[config.mk]
export PLATFORM = sky130hd
export DESIGN_NAME = pipe_ctrl_flat
export DESIGN_NICKNAME = d
export VERILOG_FILES = /design/src/rtl/pipe_ctrl_if.sv /design/src/rtl/pipe_ctrl.sv /design/src/flat_wrapper.sv
export SDC_FILE = /design/constraint.sdc
export NUM_CORES = 1
export LEC_CHECK = 0
export BUFFER_PORTS_ARGS = -buffer_cell sky130_fd_sc_hd__buf_4
export CAP_MARGIN = 15
export CORE_MARGIN = 10
export CORE_UTILIZATION = 40
export CTS_CLUSTER_DIAMETER = 30
export DETAILED_ROUTE_END_ITERATION = 10
export PLACE_DENSITY = 0.66
export RECOVER_POWER = 50
export SLEW_MARGIN = 10
export SYNTH_ARGS = -nofsm -noshare
export SYNTH_HDL_FRONTEND = slang
export SYNTH_SLANG_ARGS = --single-unit
export TNS_END_PERCENT = 5
[constraint.sdc]
create_clock -name clk -period 3.1 [get_ports clk]
set_clock_uncertainty 0.2 [all_clocks]
set_input_delay 0.62 -clock clk [delete_from_list [all_inputs] [get_ports clk]]
set_output_delay 0.62 -clock clk [all_outputs]
set_load 0.005 [all_outputs]
[src/rtl/pipe_ctrl_if.sv]
// Pipeline hazard-control bundle: stall/event requests in, per-register stall/flush and
// redirect controls out.
interface pipe_ctrl_if;
    logic       stall0;
    logic       stall1;
    logic       stall2;
    logic       stall3;
    logic       exc_valid;
    logic       eret;
    logic       irq;
    logic       PC_Stall;
    logic       IF_ID_Stall;
    logic       IF_ID_Flush;
    logic       ID_EX_Stall;
    logic       ID_EX_Flush;
    logic       EX_MEM_Stall;
    logic       EX_MEM_Flush;
    logic       MEM_WB_Stall;
    logic       MEM_WB_Flush;
    logic       redirect_valid;
    logic [1:0] flush_cause;
    logic       irq_ack;

    // Pipeline side: raises requests, consumes the controls.
    modport master (
        output stall0, stall1, stall2, stall3, exc_valid, eret, irq,
        input  PC_Stall, IF_ID_Stall, IF_ID_Flush, ID_EX_Stall, ID_EX_Flush,
               EX_MEM_Stall, EX_MEM_Flush, MEM_WB_Stall, MEM_WB_Flush,
               redirect_valid, flush_cause, irq_ack
    );

    // Controller side.
    modport slave (
        input  stall0, stall1, stall2, stall3, exc_valid, eret, irq,
        output PC_Stall, IF_ID_Stall, IF_ID_Flush, ID_EX_Stall, ID_EX_Flush,
               EX_MEM_Stall, EX_MEM_Flush, MEM_WB_Stall, MEM_WB_Flush,
               redirect_valid, flush_cause, irq_ack
    );
endinterface

[src/rtl/pipe_ctrl.sv]
// Five-stage pipeline hazard controller: priority stall/flush generation plus an
// exception/ERET/interrupt flush sequencer (RUN -> WAIT while MEM is busy -> DRAIN).
module pipe_ctrl (
    input  logic       clk,
    input  logic       rst,
    pipe_ctrl_if.slave bus
);
    typedef enum logic [1:0] {StRun, StWait, StDrain} state_e;

    // Cause codes double as priority ranks: lower nonzero value wins.
    localparam logic [1:0] CauseNone = 2'b00;
    localparam logic [1:0] CauseExc  = 2'b01;
    localparam logic [1:0] CauseEret = 2'b10;
    localparam logic [1:0] CauseIrq  = 2'b11;

    state_e     state_q, state_d;
    logic       irq_pend_q, irq_pend_d;
    logic [1:0] cause_q, cause_d;
    logic [1:0] drain_cnt_q, drain_cnt_d;
    logic [1:0] cur_cause;
    logic [1:0] eff_cause;
    logic       take;

    // Decode this cycle's event cause and decide whether the flush is taken now.
    always_comb begin
        cur_cause = CauseNone;
        if (bus.exc_valid) begin
            cur_cause = CauseExc;
        end else if (bus.eret) begin
            cur_cause = CauseEret;
        end else if (irq_pend_q && state_q != StDrain) begin
            cur_cause = CauseIrq;
        end
        // While waiting, the latched cause only ever upgrades.
        eff_cause = cur_cause;
        if (state_q == StWait && (cur_cause == CauseNone || cur_cause > cause_q)) begin
            eff_cause = cause_q;
        end
        take = !bus.stall3 && (eff_cause != CauseNone);
    end

    // State and bookkeeping registers.
    always_ff @(posedge clk or posedge rst) begin
        if (rst) begin
            state_q     <= StRun;
            irq_pend_q  <= 1'b0;
            cause_q     <= CauseNone;
            drain_cnt_q <= 2'd0;
        end else begin
            state_q     <= state_d;
            irq_pend_q  <= irq_pend_d;
            cause_q     <= cause_d;
            drain_cnt_q <= drain_cnt_d;
        end
    end

    // Next-state logic.
    always_comb begin
        state_d     = state_q;
        cause_d     = cause_q;
        drain_cnt_d = drain_cnt_q;
        irq_pend_d  = irq_pend_q;
        if (bus.irq && state_q != StDrain) begin
            irq_pend_d = 1'b1;
        end
        // Taking the interrupt consumes the pending request.
        if (take && eff_cause == CauseIrq) begin
            irq_pend_d = 1'b0;
        end
        unique case (state_q)
            StRun, StDrain: begin
                if (take) begin
                    state_d     = StDrain;
                    drain_cnt_d = 2'd2;
                    cause_d     = CauseNone;
                end else if (eff_cause != CauseNone) begin
                    state_d     = StWait;
                    cause_d     = eff_cause;
                    drain_cnt_d = 2'd0;
                end else if (state_q == StDrain) begin
                    drain_cnt_d = drain_cnt_q - 2'd1;
                    if (drain_cnt_q <= 2'd1) begin
                        state_d     = StRun;
                        drain_cnt_d = 2'd0;
                    end
                end
            end
            StWait: begin
                if (take) begin
                    state_d     = StDrain;
                    drain_cnt_d = 2'd2;
                    cause_d     = CauseNone;
                end else begin
                    cause_d = eff_cause;
                end
            end
            default: begin
                state_d = StRun;
            end
        endcase
    end

    // Outputs: full flush on a taken event, else stall everything up to the highest
    // stalling stage and flush the register just after it. Held low during reset.
    always_comb begin
        bus.PC_Stall       = 1'b0;
        bus.IF_ID_Stall    = 1'b0;
        bus.IF_ID_Flush    = 1'b0;
        bus.ID_EX_Stall    = 1'b0;
        bus.ID_EX_Flush    = 1'b0;
        bus.EX_MEM_Stall   = 1'b0;
        bus.EX_MEM_Flush   = 1'b0;
        bus.MEM_WB_Stall   = 1'b0;
        bus.MEM_WB_Flush   = 1'b0;
        bus.redirect_valid = 1'b0;
        bus.flush_cause    = CauseNone;
        bus.irq_ack        = 1'b0;
        if (!rst) begin
            if (take) begin
                bus.IF_ID_Flush    = 1'b1;
                bus.ID_EX_Flush    = 1'b1;
                bus.EX_MEM_Flush   = 1'b1;
                bus.MEM_WB_Flush   = 1'b1;
                bus.redirect_valid = 1'b1;
                bus.flush_cause    = eff_cause;
                bus.irq_ack        = (eff_cause == CauseIrq);
            end else if (bus.stall3) begin
                bus.PC_Stall     = 1'b1;
                bus.IF_ID_Stall  = 1'b1;
                bus.ID_EX_Stall  = 1'b1;
                bus.EX_MEM_Stall = 1'b1;
                bus.MEM_WB_Flush = 1'b1;
            end else if (bus.stall2) begin
                bus.PC_Stall     = 1'b1;
                bus.IF_ID_Stall  = 1'b1;
                bus.ID_EX_Stall  = 1'b1;
                bus.EX_MEM_Flush = 1'b1;
            end else if (bus.stall1) begin
                bus.PC_Stall    = 1'b1;
                bus.IF_ID_Stall = 1'b1;
                bus.ID_EX_Flush = 1'b1;
            end else if (bus.stall0) begin
                bus.PC_Stall    = 1'b1;
                bus.IF_ID_Flush = 1'b1;
            end
        end
    end
endmodule

[src/flat_wrapper.sv]
// flat-port wrapper written by rule: the top's interface ports become plain ports
module pipe_ctrl_flat 
  (clk, rst, bus_stall0, bus_stall1, bus_stall2, bus_stall3, bus_exc_valid, bus_eret, bus_irq, bus_PC_Stall, bus_IF_ID_Stall, bus_IF_ID_Flush, bus_ID_EX_Stall, bus_ID_EX_Flush, bus_EX_MEM_Stall, bus_EX_MEM_Flush, bus_MEM_WB_Stall, bus_MEM_WB_Flush, bus_redirect_valid, bus_flush_cause, bus_irq_ack);
  pipe_ctrl_if bus_i ();
  input  logic clk;
  input  logic rst;
  input wire logic [$bits(bus_i.stall0)-1:0] bus_stall0;
  input wire logic [$bits(bus_i.stall1)-1:0] bus_stall1;
  input wire logic [$bits(bus_i.stall2)-1:0] bus_stall2;
  input wire logic [$bits(bus_i.stall3)-1:0] bus_stall3;
  input wire logic [$bits(bus_i.exc_valid)-1:0] bus_exc_valid;
  input wire logic [$bits(bus_i.eret)-1:0] bus_eret;
  input wire logic [$bits(bus_i.irq)-1:0] bus_irq;
  output wire logic [$bits(bus_i.PC_Stall)-1:0] bus_PC_Stall;
  output wire logic [$bits(bus_i.IF_ID_Stall)-1:0] bus_IF_ID_Stall;
  output wire logic [$bits(bus_i.IF_ID_Flush)-1:0] bus_IF_ID_Flush;
  output wire logic [$bits(bus_i.ID_EX_Stall)-1:0] bus_ID_EX_Stall;
  output wire logic [$bits(bus_i.ID_EX_Flush)-1:0] bus_ID_EX_Flush;
  output wire logic [$bits(bus_i.EX_MEM_Stall)-1:0] bus_EX_MEM_Stall;
  output wire logic [$bits(bus_i.EX_MEM_Flush)-1:0] bus_EX_MEM_Flush;
  output wire logic [$bits(bus_i.MEM_WB_Stall)-1:0] bus_MEM_WB_Stall;
  output wire logic [$bits(bus_i.MEM_WB_Flush)-1:0] bus_MEM_WB_Flush;
  output wire logic [$bits(bus_i.redirect_valid)-1:0] bus_redirect_valid;
  output wire logic [$bits(bus_i.flush_cause)-1:0] bus_flush_cause;
  output wire logic [$bits(bus_i.irq_ack)-1:0] bus_irq_ack;
  assign bus_i.stall0 = bus_stall0;
  assign bus_i.stall1 = bus_stall1;
  assign bus_i.stall2 = bus_stall2;
  assign bus_i.stall3 = bus_stall3;
  assign bus_i.exc_valid = bus_exc_valid;
  assign bus_i.eret = bus_eret;
  assign bus_i.irq = bus_irq;
  assign bus_PC_Stall = bus_i.PC_Stall;
  assign bus_IF_ID_Stall = bus_i.IF_ID_Stall;
  assign bus_IF_ID_Flush = bus_i.IF_ID_Flush;
  assign bus_ID_EX_Stall = bus_i.ID_EX_Stall;
  assign bus_ID_EX_Flush = bus_i.ID_EX_Flush;
  assign bus_EX_MEM_Stall = bus_i.EX_MEM_Stall;
  assign bus_EX_MEM_Flush = bus_i.EX_MEM_Flush;
  assign bus_MEM_WB_Stall = bus_i.MEM_WB_Stall;
  assign bus_MEM_WB_Flush = bus_i.MEM_WB_Flush;
  assign bus_redirect_valid = bus_i.redirect_valid;
  assign bus_flush_cause = bus_i.flush_cause;
  assign bus_irq_ack = bus_i.irq_ack;
  pipe_ctrl u_core (.clk(clk), .rst(rst), .bus(bus_i));
endmodule
# Yosys cells after proc, flatten, opt, wreduce, memory -nomap -nowiden
# Cells that the tools add are included.
# word_totals
latchBits,0
mem_bits_ro,0
elab_cells,90
in_bits,9
mem_count,0
mem_bits_rw,0
output_inout_bits,13
regBits,7
# op_classes
magnitude_cmp,2
div,0
bitwise,0
reduce_logical,16
shift,0
mux,59
multipliers,0
n_addsub,1
n_eq_ne,8
# ops
operator,n
1-bit 2-to-1 mux,38
2-bit 2-to-1 mux,18
2-bit case mux with 2 select lines,3
"4-bit by 1-bit inequality test with 1-bit output, second input constant",2
3-bit AND reduction,2
2-bit nonzero test,3
1-bit logical AND,5
"2-bit == test, second input constant",2
2-bit logical NOT,2
"3-bit by 1-bit inequality test with 1-bit output, second input constant",1
"2-bit by 1-bit == test with 1-bit output, second input constant",1
2-bit greater-than comparator,1
"2-bit by 1-bit less-or-equal comparator with 1-bit output, second input constant",1
"2-bit by 1-bit inequality test with 1-bit output, second input constant",1
"2-bit inequality test, second input constant",1
2-bit AND reduction,1
2-bit OR reduction,1
"2-bit by 1-bit subtractor with 2-bit output, second input constant",1
1-bit logical NOT,1
1-bit logical OR,1

# Depth between registers and ports, before layout
# Gate-level depths: netlist (run 1).
# depth
word_depth,13
depth_mapped,9
depth_no_buf,9

# Worst setup path after synthesis (run 1)
# No wires, ideal clock.
# synth_timing
path_type,reg-to-output
from,reg u_core.state_q[0]
to,out bus_IF_ID_Stall
t_arrival_ns,2.284
t_required_ns,2.280
path_stages_with_launch,10
path_slack_ns,-0.004
path_buffers,0
cell_sequence,dfrtp_1 -> nand2b_1 -> a21oi_1 -> nor2_1 -> ha_1 -> clkinv_1 -> or4_4 -> a31oi_4 -> o21ai_2 -> a21oi_2
# synth_via
elab_chain_cells,13
elab_cells_between_ends,15
classes_between,order compare (1); eq/ne (2); mux (6); reduce/logical (6)
# synth_lines
element,line,text
start: declaration,pipe_ctrl.sv:16,"state_e state_q, state_d;"
start signal: assignment,pipe_ctrl.sv:45,state_q <= StRun;
start signal: assignment,pipe_ctrl.sv:50,state_q <= state_d;
2-bit inequality test,pipe_ctrl.sv:31,end else if (irq_pend_q && state_q != StDrain) begin
1-bit logical AND,pipe_ctrl.sv:31,
2-bit 2-to-1 mux,pipe_ctrl.sv:31,
2-bit 2-to-1 mux,pipe_ctrl.sv:29,end else if (bus.eret) begin
2-bit 2-to-1 mux,pipe_ctrl.sv:27,if (bus.exc_valid) begin
2-bit greater-than comparator or 2-bit logical NOT (tied branches),pipe_ctrl.sv:36,if (state_q == StWait && (cur_cause == CauseNone || cur_cause > cause_q)) begin
1-bit logical OR,pipe_ctrl.sv:36,
1-bit logical AND,pipe_ctrl.sv:36,
2-bit 2-to-1 mux *,pipe_ctrl.sv:36,
2-bit nonzero test *,pipe_ctrl.sv:39,take = !bus.stall3 && (eff_cause != CauseNone);
1-bit logical AND *,pipe_ctrl.sv:39,
1-bit 2-to-1 mux *,pipe_ctrl.sv:119,if (take) begin
1-bit 2-to-1 mux *,pipe_ctrl.sv:118,if (!rst) begin
end: declaration,flat_wrapper.sv:15,output wire logic [$bits(bus_i.IF_ID_Stall)-1:0] bus_IF_ID_Stall;
# Every way passes the cells marked *; elsewhere a longest branch is shown, timed or not.

# Final worst setup path (run 1)
# layout_timing
from,reg u_core.state_q[0]
to,out bus_flush_cause[1]
# layout_via
elab_chain_cells,13
elab_cells_between_ends,15
classes_between,order compare (1); eq/ne (2); mux (6); reduce/logical (6)
# layout_lines
element,line,text
2-bit inequality test,pipe_ctrl.sv:31,
1-bit logical AND,pipe_ctrl.sv:31,
2-bit 2-to-1 mux,pipe_ctrl.sv:31,
2-bit 2-to-1 mux,pipe_ctrl.sv:29,
2-bit 2-to-1 mux,pipe_ctrl.sv:27,
2-bit greater-than comparator or 2-bit logical NOT (tied branches),pipe_ctrl.sv:36,
1-bit logical OR,pipe_ctrl.sv:36,
1-bit logical AND,pipe_ctrl.sv:36,
2-bit 2-to-1 mux *,pipe_ctrl.sv:36,
2-bit nonzero test,pipe_ctrl.sv:39,
1-bit logical AND,pipe_ctrl.sv:39,
2-bit 2-to-1 mux *,pipe_ctrl.sv:119,
2-bit 2-to-1 mux *,pipe_ctrl.sv:118,
end: declaration,flat_wrapper.sv:24,output wire logic [$bits(bus_i.flush_cause)-1:0] bus_flush_cause;
# Marks and branches as above.

==> results by group, run 1 <==
Power and ir drop
  • Logic pwr share: 70.3%
  • Sw Ratio: 43.4%
  • Sequential fraction of design power: 19.7%
  • P_int: 494 uW
  • Clock network fraction of design power: 10.1%
  • PwrDens: 829 nW/um^2
  • Peak supply drop: 0.453 mV
  • P_sw: 378 uW
  • P_leak: 0.000493 uW
  • Final Power: 872 uW

Detailed routing
  • Routed vias: 788
  • First-pass iteration count of the detailed router: 4
  • Vias/cell: 5.55
  • DR iter-0 viols: 11
  • Routed wire length per instance: 15.0 um
  • Antenna Violating Nets Remaining: 0
  • Final wirelength: 2130 um
  • Number of remaining DRC errors: 0

Synth
  • Sequential fraction of the synthesis area: 25.6%
  • Mapped Nets: 97
  • Synth unique cells: 38
  • Yosys warnings: 0
  • Yosys reg bits: 7
  • Mapped Area: 683 um^2
  • Number of synthesized flops with an enable pin: 0
  • Post-Syn Area per Cell: 7.85 um^2
  • Asr flop ratio synth: 100%
  • Primary FF master, synth: dfrtp_1
  • Cell count after synthesis: 87

Final layout
  • Ant. Diodes: 0
  • Storage cell area: 175 um^2
  • Area of the multi-input gates: 517 um^2
  • Layout net count: 137
  • Most frequent cells in the layout: 34 x buf_4, 13 x nor2_1, 8 x inv_1, 7 x a21oi_2, 7 x dfrtp_1
  • Layout area overhead: 54.0%
  • Share of layout cells above drive strength 1: 49.2%
  • Fin cells: 142
  • Fill count: 133
  • Commonest non-fill, non-tap cell in the layout: buf_4

Status
  • Failing checks: setup timing
  • Run status: finished with violations

Placed design
  • Dpl hpwl: 1630 um
  • Gpl congestion: 0.898
  • I/O Buffers: 20
  • Inst Count DP: 133

Setup path
  • CP bufs+invs: 4
  • Setup crit start kind: flip-flop
  • Origin of the critical flop-to-flop path: u_core.state_q[0]
  • Crit. Startpoint: u_core.state_q[0]
  • CP max FO: 4
  • Crit Path Category: reg -> out
  • CP max stage cell: dfrtp_1
  • Arrival time worst endpoint: 2.39 ns
  • Worst path cell trace: nand2b_4, a21oi_2, nor2_2, ha_4, inv_4, buf_4, o311ai_1, buf_4, o21ai_1, mux2i_1, nor2_1, buf_4
  • Cell mode on critical path: buf_4
  • CP delay by family, top: compound AO/OA/AOI/OAI gates
  • CP required: 2.28 ns
  • Worst path max stage delay: 0.39 ns
  • CP endpoint kind: primary output

GRT
  • Global-route wire length before repair: 3530 um
  • Antenna violations before repair: 0
  • Vias in the first global route: 793
  • Global Route Usage Sum: 12.2%
  • Largest net degree at the start of global routing: 9
  • Grt total ovfl: 0

STA
  • Slew Limit Fails: 0
  • Setup-failing EPs final: 11
  • Fin. Hold Viols: 0
  • Fin worst setup slack: -0.111 ns
  • Min Clock Period, post-route: 3.21 ns
  • Final Cycle Share: 104%
  • Unrepaired setup endpoints after global routing: yes
  • FMAX: 0.311 GHz

CTS
  • Root buf cell: clkbuf_4
  • Reg clk slew, reported paths: 0.06 ns
  • CTS buffer count: 3
  • Htree depth: 1
  • Worst-Skew Late Latency: 0.25 ns
  • TritonCTS Sinks: 7
  • TritonCTS clock tree: yes
  • Clock buffer depth: 2

Floorplan
  • # IOs: 22
  • Initial Util: 43.8%
  • Die area: 3760 um^2
  • Site Rows: 14
  • Core ar.: 1560 um^2
  • Die X: 61.3 um
  • DIE HEIGHT: 61.3 um

Hold path
  • Worst Hold Class: in -> async

Run
  • Max Cap Viol: 0
## layer usage
metal	track usage (%)	wire length, um	vias to the layer above
met2	18.5	926	23
met4	4.56	21	0
met3	5.35	156	6
met5	0	0	-
li1	-	-	391
met1	14.8	1020	368
## stage by stage
stage	TNS, ns	hold WS (ns)	area, um^2	setup WS, ns	utilization, %
2_1_floorplan	0	0.232	683	0.0157	-
3_3_place_gp	-0.820	0.326	928	-0.166	59.6
3_5_place_dp	-1.38	0.345	928	-0.211	59.6
4_1_cts	-1.65	0.173	1010	-0.199	65.1
5_1_grt	-2.22	0.193	1050	-0.233	67.5
6_report	-0.987	0.162	1050	-0.111	67.5
## cells in the mapped netlist (2+ instances only)
cell type	number	area, um^2
a21oi_1	6	30.0
a21oi_2	3	26.3
dfrtp_1	7	175
inv_1	8	30.0
nand2_1	6	22.5
nand2b_1	3	18.8
nor2_1	14	52.6
nor2b_1	3	18.8
o21a_1	3	22.5
o21ai_0	2	10.0
o21ai_1	2	10.0
o21ai_2	2	17.5
o2bb2ai_1	2	17.5
or3_1	2	12.5
## layout make-up
type	count	share of cell area, %
flip-flops and latches	7	16.6
multi-input cells	70	49.1
well taps	16	1.90
inverters	9	3.45
repair buffers	36	26.4
clock buffers	4	2.50
## path summary, 6_finish.rpt
kind                                    endpoint  slack, ns  depth (start not counted)
hold / removal             u_core.drain_cnt_q[0]       0.16                          2
min in group clk           u_core.drain_cnt_q[0]       0.36                          2
setup / recovery              bus_flush_cause[1]      -0.11                         12
hold reg to reg            u_core.drain_cnt_q[0]       0.36                          2
max in group asynchronous      u_core.state_q[1]       2.30                          2
setup reg to reg               u_core.state_q[1]       0.43                         13
## logic make-up (layout without fill, tap and decap cells)
family,after synthesis,after routing,synth area share [%]
compound gates,30,30,35.7
fa+ha+maj,1,1,1.83
buf+inv,10,49,6.04
flops,7,7,25.6
mux,1,1,1.47
other cells,1,1,0.549
simple gates,37,37,28.8
## worst reg2reg max path, stage by stage, from the launching register on
cell and delay, ns:
dfrtp_1 0.39, nand2b_4 0.15, a21oi_2 0.13, nor2_2 0.07, ha_4 0.28, inv_4 0.03
buf_4 0.12, o211ai_2 0.19, a31oi_4 0.16, buf_6 0.17, buf_4 0.12, buf_4 0.13
or2_4 0.23, a221oi_2 0.20
## what timing repair did
action	CTS	global route
setup buffers	5	0
resized for setup	8	7
endpoints found under the hold margin	0	0
pin swaps	8	5
endpoints found under the setup margin	11	11
hold buffers	0	0
## registers in the layout, summed over array words and instances, names as in the netlist
name and cells:
u_core.cause_q 2, u_core.drain_cnt_q 2, u_core.state_q 2, u_core.irq_pend_q 1
## power groups by stage
stage	Clock (uW)	Combinational (uW)	Sequential (uW)
after detailed placement	0	500	166
after global placement	0	491	166
after global routing	90.2	672	175
after CTS	85.1	577	169
final	87.9	613	171
after floorplan	0	302	166
(Power assumes the default switching activity.)
==> run 2, diff against run 1 <==
- SETUP_SLACK_MARGIN: not set -> 0.2
==> run 2 against run 1 <==
The run still ends with setup timing left. Combinational power decreased by 5.1%. Fmax increased by 0.79%. Sequential power about the same. Power decreased by 3.8%. Register-to-register slack improved by 0.09 ns. Setup slack improved by 0.025 ns. Global-route usage decreased by 0.15 points. Die area unchanged. Non-clock buffer count decreased by 2. Largest cell class unchanged.
==> results by group, run 2 (synthesis gave the netlist of run 1 again) <==
Floorplan
  • DIE HEIGHT: 61.3 um
  • Die X: 61.3 um
  • Core ar.: 1560 um^2
  • Site Rows: 14
  • Initial Util: 43.8%
  • Die area: 3760 um^2
  • # IOs: 22

Detailed routing
  • Final wirelength: 2040 um
  • DR iter-0 viols: 19
  • Routed wire length per instance: 14.6 um
  • First-pass iteration count of the detailed router: 4
  • Antenna Violating Nets Remaining: 0
  • Routed vias: 767
  • Vias/cell: 5.48
  • Number of remaining DRC errors: 0

CTS
  • CTS buffer count: 3
  • Htree depth: 1
  • TritonCTS Sinks: 7
  • Clock buffer depth: 2
  • Root buf cell: clkbuf_4
  • TritonCTS clock tree: yes
  • Worst-Skew Late Latency: 0.25 ns
  • Hold_buf cts: 0
  • Reg clk slew, reported paths: 0.05 ns

STA
  • Fin. Hold Viols: 0
  • Setup-failing EPs final: 7
  • Fin worst setup slack: -0.0853 ns
  • Unrepaired setup endpoints after global routing: yes
  • Final Cycle Share: 103%
  • Min Clock Period, post-route: 3.19 ns
  • FMAX: 0.314 GHz
  • Slew Limit Fails: 0

Setup path
  • Origin of the critical flop-to-flop path: u_core.state_q[0]
  • Crit Path Category: reg -> out
  • Arrival time worst endpoint: 2.37 ns
  • CP endpoint kind: primary output
  • CP max FO: 5
  • Cell mode on critical path: nor2_2
  • CP delay by family, top: simple AND/OR/NAND/NOR gates
  • Crit. Startpoint: u_core.state_q[0]
  • CP required: 2.28 ns
  • CP max stage cell: or4_4
  • Worst path max stage delay: 0.42 ns
  • Worst path cell trace: nand2b_4, a21oi_4, nor2_2, ha_4, clkinv_2, or4_4, a31oi_4, nor2_2, nor3_2, buf_4
  • Setup crit start kind: flip-flop
  • CP bufs+invs: 2

Power and ir drop
  • Peak supply drop: 0.461 mV
  • P_leak: 0.000482 uW
  • PwrDens: 817 nW/um^2

Placed design
  • Gpl congestion: 0.781
  • Dpl hpwl: 1600 um
  • Post-DP Area: 936 um^2
  • Place WS: -0.0758 ns
  • I/O Buffers: 20

Final layout
  • Most frequent cells in the layout: 33 x buf_4, 13 x nor2_1, 8 x inv_1, 7 x dfrtp_1, 6 x nand2_1
  • Share of layout cells above drive strength 1: 46.0%
  • Fill count: 130
  • Ant. Diodes: 0
  • Commonest non-fill, non-tap cell in the layout: buf_4
  • Biggest regs: u_core.cause_q: 2 flops, u_core.drain_cnt_q: 2 flops, u_core.state_q: 2 flops
  • Layout area overhead: 50.4%
  • Final instance area: 1030 um^2
  • Layout net count: 135

Status
  • Run status: finished with violations
  • Failing checks: setup timing

GRT
  • Grt total ovfl: 0
  • Antenna violations before repair: 0
  • Global-route wire length before repair: 3390 um
  • Global Route Usage Sum: 12.0%
  • Vias in the first global route: 798
  • Largest net degree at the start of global routing: 9

Hold path
  • Worst Hold Class: in -> async

Run
  • Max Cap Viol: 0
## run 2: final timing paths
path | cells after the start | slack [ns] | to
max reg2reg | 12 | 0.52 | u_core.state_q[1]
max in group asynchronous | 2 | 2.29 | u_core.state_q[0]
max | 10 | -0.09 | bus_PC_Stall
min in group clk | 2 | 0.35 | u_core.drain_cnt_q[1]
min reg2reg | 2 | 0.35 | u_core.drain_cnt_q[1]
min | 2 | 0.16 | u_core.drain_cnt_q[0]
## run 2: cell type report
type	count	area, um^2	area share [%]
Multi-Input combinational cell	70	512	49.8
Sequential cell	7	175	17.1
Tap cell	16	20.0	1.95
Clock buffer	4	26.3	2.56
Inverter	9	35.0	3.41
Timing Repair Buffer	34	259	25.2
## run 2: routing by layer
layer / vias to the layer above / GRT usage [%] / routed length [um]
met5: - / 0 / 0
met3: 4 / 4.32 / 137
li1: 383 / - / -
met1: 352 / 13.1 / 891
met2: 28 / 18.9 / 965
met4: 0 / 8.79 / 44
## run 2: power by group
| group | switching (uW) | internal, uW | total [uW] |
|---|---|---|---|
| sequential | 44.6 | 127 | 172 |
| clock | 36.7 | 49.3 | 86.0 |
| combinational | 279 | 303 | 582 |
| total | 360 | 479 | 839 |
## run 2: stage by stage
stage | cells | utilization [%] | setup TNS, ns | hold WS [ns] | power, uW
3_3_place_gp | 131 | 60.0 | -0.224 | 0.329 | 675
6_report | 140 | 65.9 | -0.420 | 0.165 | 839
3_5_place_dp | 131 | 60.0 | -0.333 | 0.335 | 679
4_1_cts | 139 | 64.6 | -0.961 | 0.163 | 821
2_1_floorplan | 87 | - | 0 | 0.232 | 491
5_1_grt | 140 | 65.9 | -1.74 | 0.165 | 914
## run 2: what timing repair did
action,CTS,global route
resized for setup,3,1
pin swaps,6,1
setup buffers,4,1
cloned,0,0
endpoints found under the setup margin,11,11
==> run 3, diff against run 2 <==
- BUFFER_PORTS_ARGS: -buffer_cell sky130_fd_sc_hd__buf_4 -> not set
- DONT_BUFFER_PORTS: not set -> 1
- PLACE_DENSITY: 0.66 -> 0.54
==> run 3 against run 2 <==
Critical endpoint unchanged. Critical path type unchanged. Die area did not move. Largest cell class unchanged. Worst hold slack got worse by 0.17 ns. The run ends with hold timing, setup timing left. Largest power group unchanged. Flip-flop and latch count did not move. Count of clock-buffer cells in the layout did not move. Fmax rose by 2.7%. Sequential power barely moved. Setup slack improved by 0.082 ns.
==> results by group, run 3 (synthesis gave the netlist of run 1 again) <==
Floorplan
  • # IOs: 22
  • Initial Util: 43.8%
  • Die X: 61.3 um
  • Die area: 3760 um^2
  • DIE HEIGHT: 61.3 um
  • Site Rows: 14
  • Core ar.: 1560 um^2

STA
  • Setup-failing EPs final: 1
  • Fin worst setup slack: -0.00295 ns
  • Final hold slack: -0.00526 ns
  • Min Clock Period, post-route: 3.10 ns
  • Unrepaired setup endpoints after global routing: yes
  • Slew Limit Fails: 0
  • FMAX: 0.322 GHz
  • Fin. Hold Viols: 7
  • Final Cycle Share: 100%

Setup path
  • CP max FO: 5
  • Setup crit start kind: flip-flop
  • Crit Path Category: reg -> out
  • CP required: 2.28 ns
  • CP endpoint kind: primary output
  • Arrival time worst endpoint: 2.28 ns

Power and ir drop
  • Peak supply drop: 0.408 mV
  • P_leak: 0.000342 uW
  • Sw Ratio: 45.9%
  • PwrDens: 896 nW/um^2
  • Clock network fraction of design power: 11.6%
  • P_sw: 344 uW
  • Final Power: 749 uW
  • Logic pwr share: 65.6%
  • P_int: 405 uW
  • Sequential fraction of design power: 22.8%

Placed design
  • I/O Buffers: 0
  • Dpl hpwl: 1440 um
  • Gpl congestion: 0.726
  • Inst Count DP: 106
  • Post-DP Area: 748 um^2

Final layout
  • Share of layout cells above drive strength 1: 35.4%
  • Layout area overhead: 22.3%
  • Biggest regs: u_core.cause_q: 2 flops, u_core.drain_cnt_q: 2 flops, u_core.state_q: 2 flops
  • Fin cells: 112
  • Ant. Diodes: 0
  • Final instance area: 836 um^2
  • Most frequent cells in the layout: 12 x nor2_1, 8 x inv_1, 7 x dfrtp_1, 6 x a21oi_2, 6 x nand2_1
  • Layout net count: 107
  • Layout Utilization: 53.6%
  • Commonest non-fill, non-tap cell in the layout: nor2_1

GRT
  • Global-route wire length before repair: 3030 um
  • Vias in the first global route: 680
  • Grt total ovfl: 0
  • Met1 Usage GRT: 13.0%
  • M2 GR Usage: 15.7%
  • Global Route Usage Sum: 10.7%
  • Antenna violations before repair: 0
  • GRT busiest layer: met2
  • Largest net degree at the start of global routing: 9
  • M3 GR Usage: 7.00%

Detailed routing
  • First-pass iteration count of the detailed router: 4
  • Final wirelength: 1830 um
  • Number of remaining DRC errors: 0
  • Routed wire length per instance: 16.3 um
  • Vias/cell: 5.98
  • DR iter-0 viols: 12
  • Antenna Violating Nets Remaining: 0
  • Routed vias: 670

Status
  • Run status: finished with violations
  • Failing checks: hold timing, setup timing

CTS
  • CTS buffer count: 3
  • Worst-Skew Late Latency: 0.25 ns
  • Htree depth: 1
  • Root buf cell: clkbuf_4
  • TritonCTS clock tree: yes
  • TritonCTS Sinks: 7
  • Reg clk slew, reported paths: 0.06 ns
  • Clock buffer depth: 2

Run
  • Max Cap Viol: 0

Hold path
  • Worst Hold Class: in -> async
[run 3: changes by cell type in the layout (fill, tap and decap cells not counted)]
cell | before | now
buf_4 | 33 | 5
nor2_1 | 13 | 12
a211oi_1 | 1 | 0
a211oi_2 | 0 | 1
a21oi_1 | 5 | 2
nor2_2 | 2 | 3
a21oi_2 | 3 | 6
[run 3: cell type report]
class / instances / area, um^2
inverter: 9 / 35.0
clock buffer: 4 / 26.3
sequential: 7 / 175
fill: 146 / 723
timing repair buffer: 6 / 48.8
tap: 16 / 20.0
multi-input combinational: 70 / 531
[run 3: repair_timing]
| action | CTS | global route |
|---|---|---|
| resized for setup | 7 | 2 |
| buffers inserted | 2 | 0 |
| pin swaps | 7 | 3 |
| hold buffers | 0 | 0 |
| setup endpoints to repair | 11 | 11 |
[run 3: path summary, 6_finish.rpt]
path	from	end	slack, ns	cells after the start
worst max-delay path	u_core.state_q[0]	bus_PC_Stall	-0.003	9
worst min-delay path	rst	u_core.cause_q[0]	-0.005	1
worst max register to register	u_core.state_q[0]	u_core.state_q[1]	0.64	11
worst min register to register	u_core.drain_cnt_q[0]	u_core.drain_cnt_q[0]	0.36	2
max in group asynchronous	rst	u_core.irq_pend_q	2.47	1
min in group clk	bus_stall3	u_core.state_q[0]	0.31	2
[run 3: power by group through the flow]
stage	Sequential [uW]	Clock, uW	Combinational (uW)
2_1_floorplan	172	0	319
3_3_place_gp	171	0	435
3_5_place_dp	170	0	434
4_1_cts	170	89.4	480
5_1_grt	177	97.4	541
6_report	170	87.0	492
[run 3: critical path, stage by stage, from the launching register on]
cell	delay, ns
dfrtp_1	0.38
nand2b_4	0.16
a21oi_4	0.11
nor2_2	0.07
ha_4	0.27
clkinv_2	0.06
or4_4	0.43
a31oi_4	0.27
nor2_2	0.07
nor3_2	0.20
[run 3: layer usage]
metal,vias up,wire [um]
met2,23,793
li1,329,-
met4,0,7
met5,-,0
met3,2,157
met1,316,873
[run 3: per-stage QoR]
step | setup TNS [ns] | setup slack, ns
after CTS | -0.294 | -0.0619
after global routing | -0.483 | -0.107
after detailed placement | 0 | 0.146
final | -0.00295 | -0.00295
after global placement | 0 | 0.161
after floorplan | 0 | 0.153
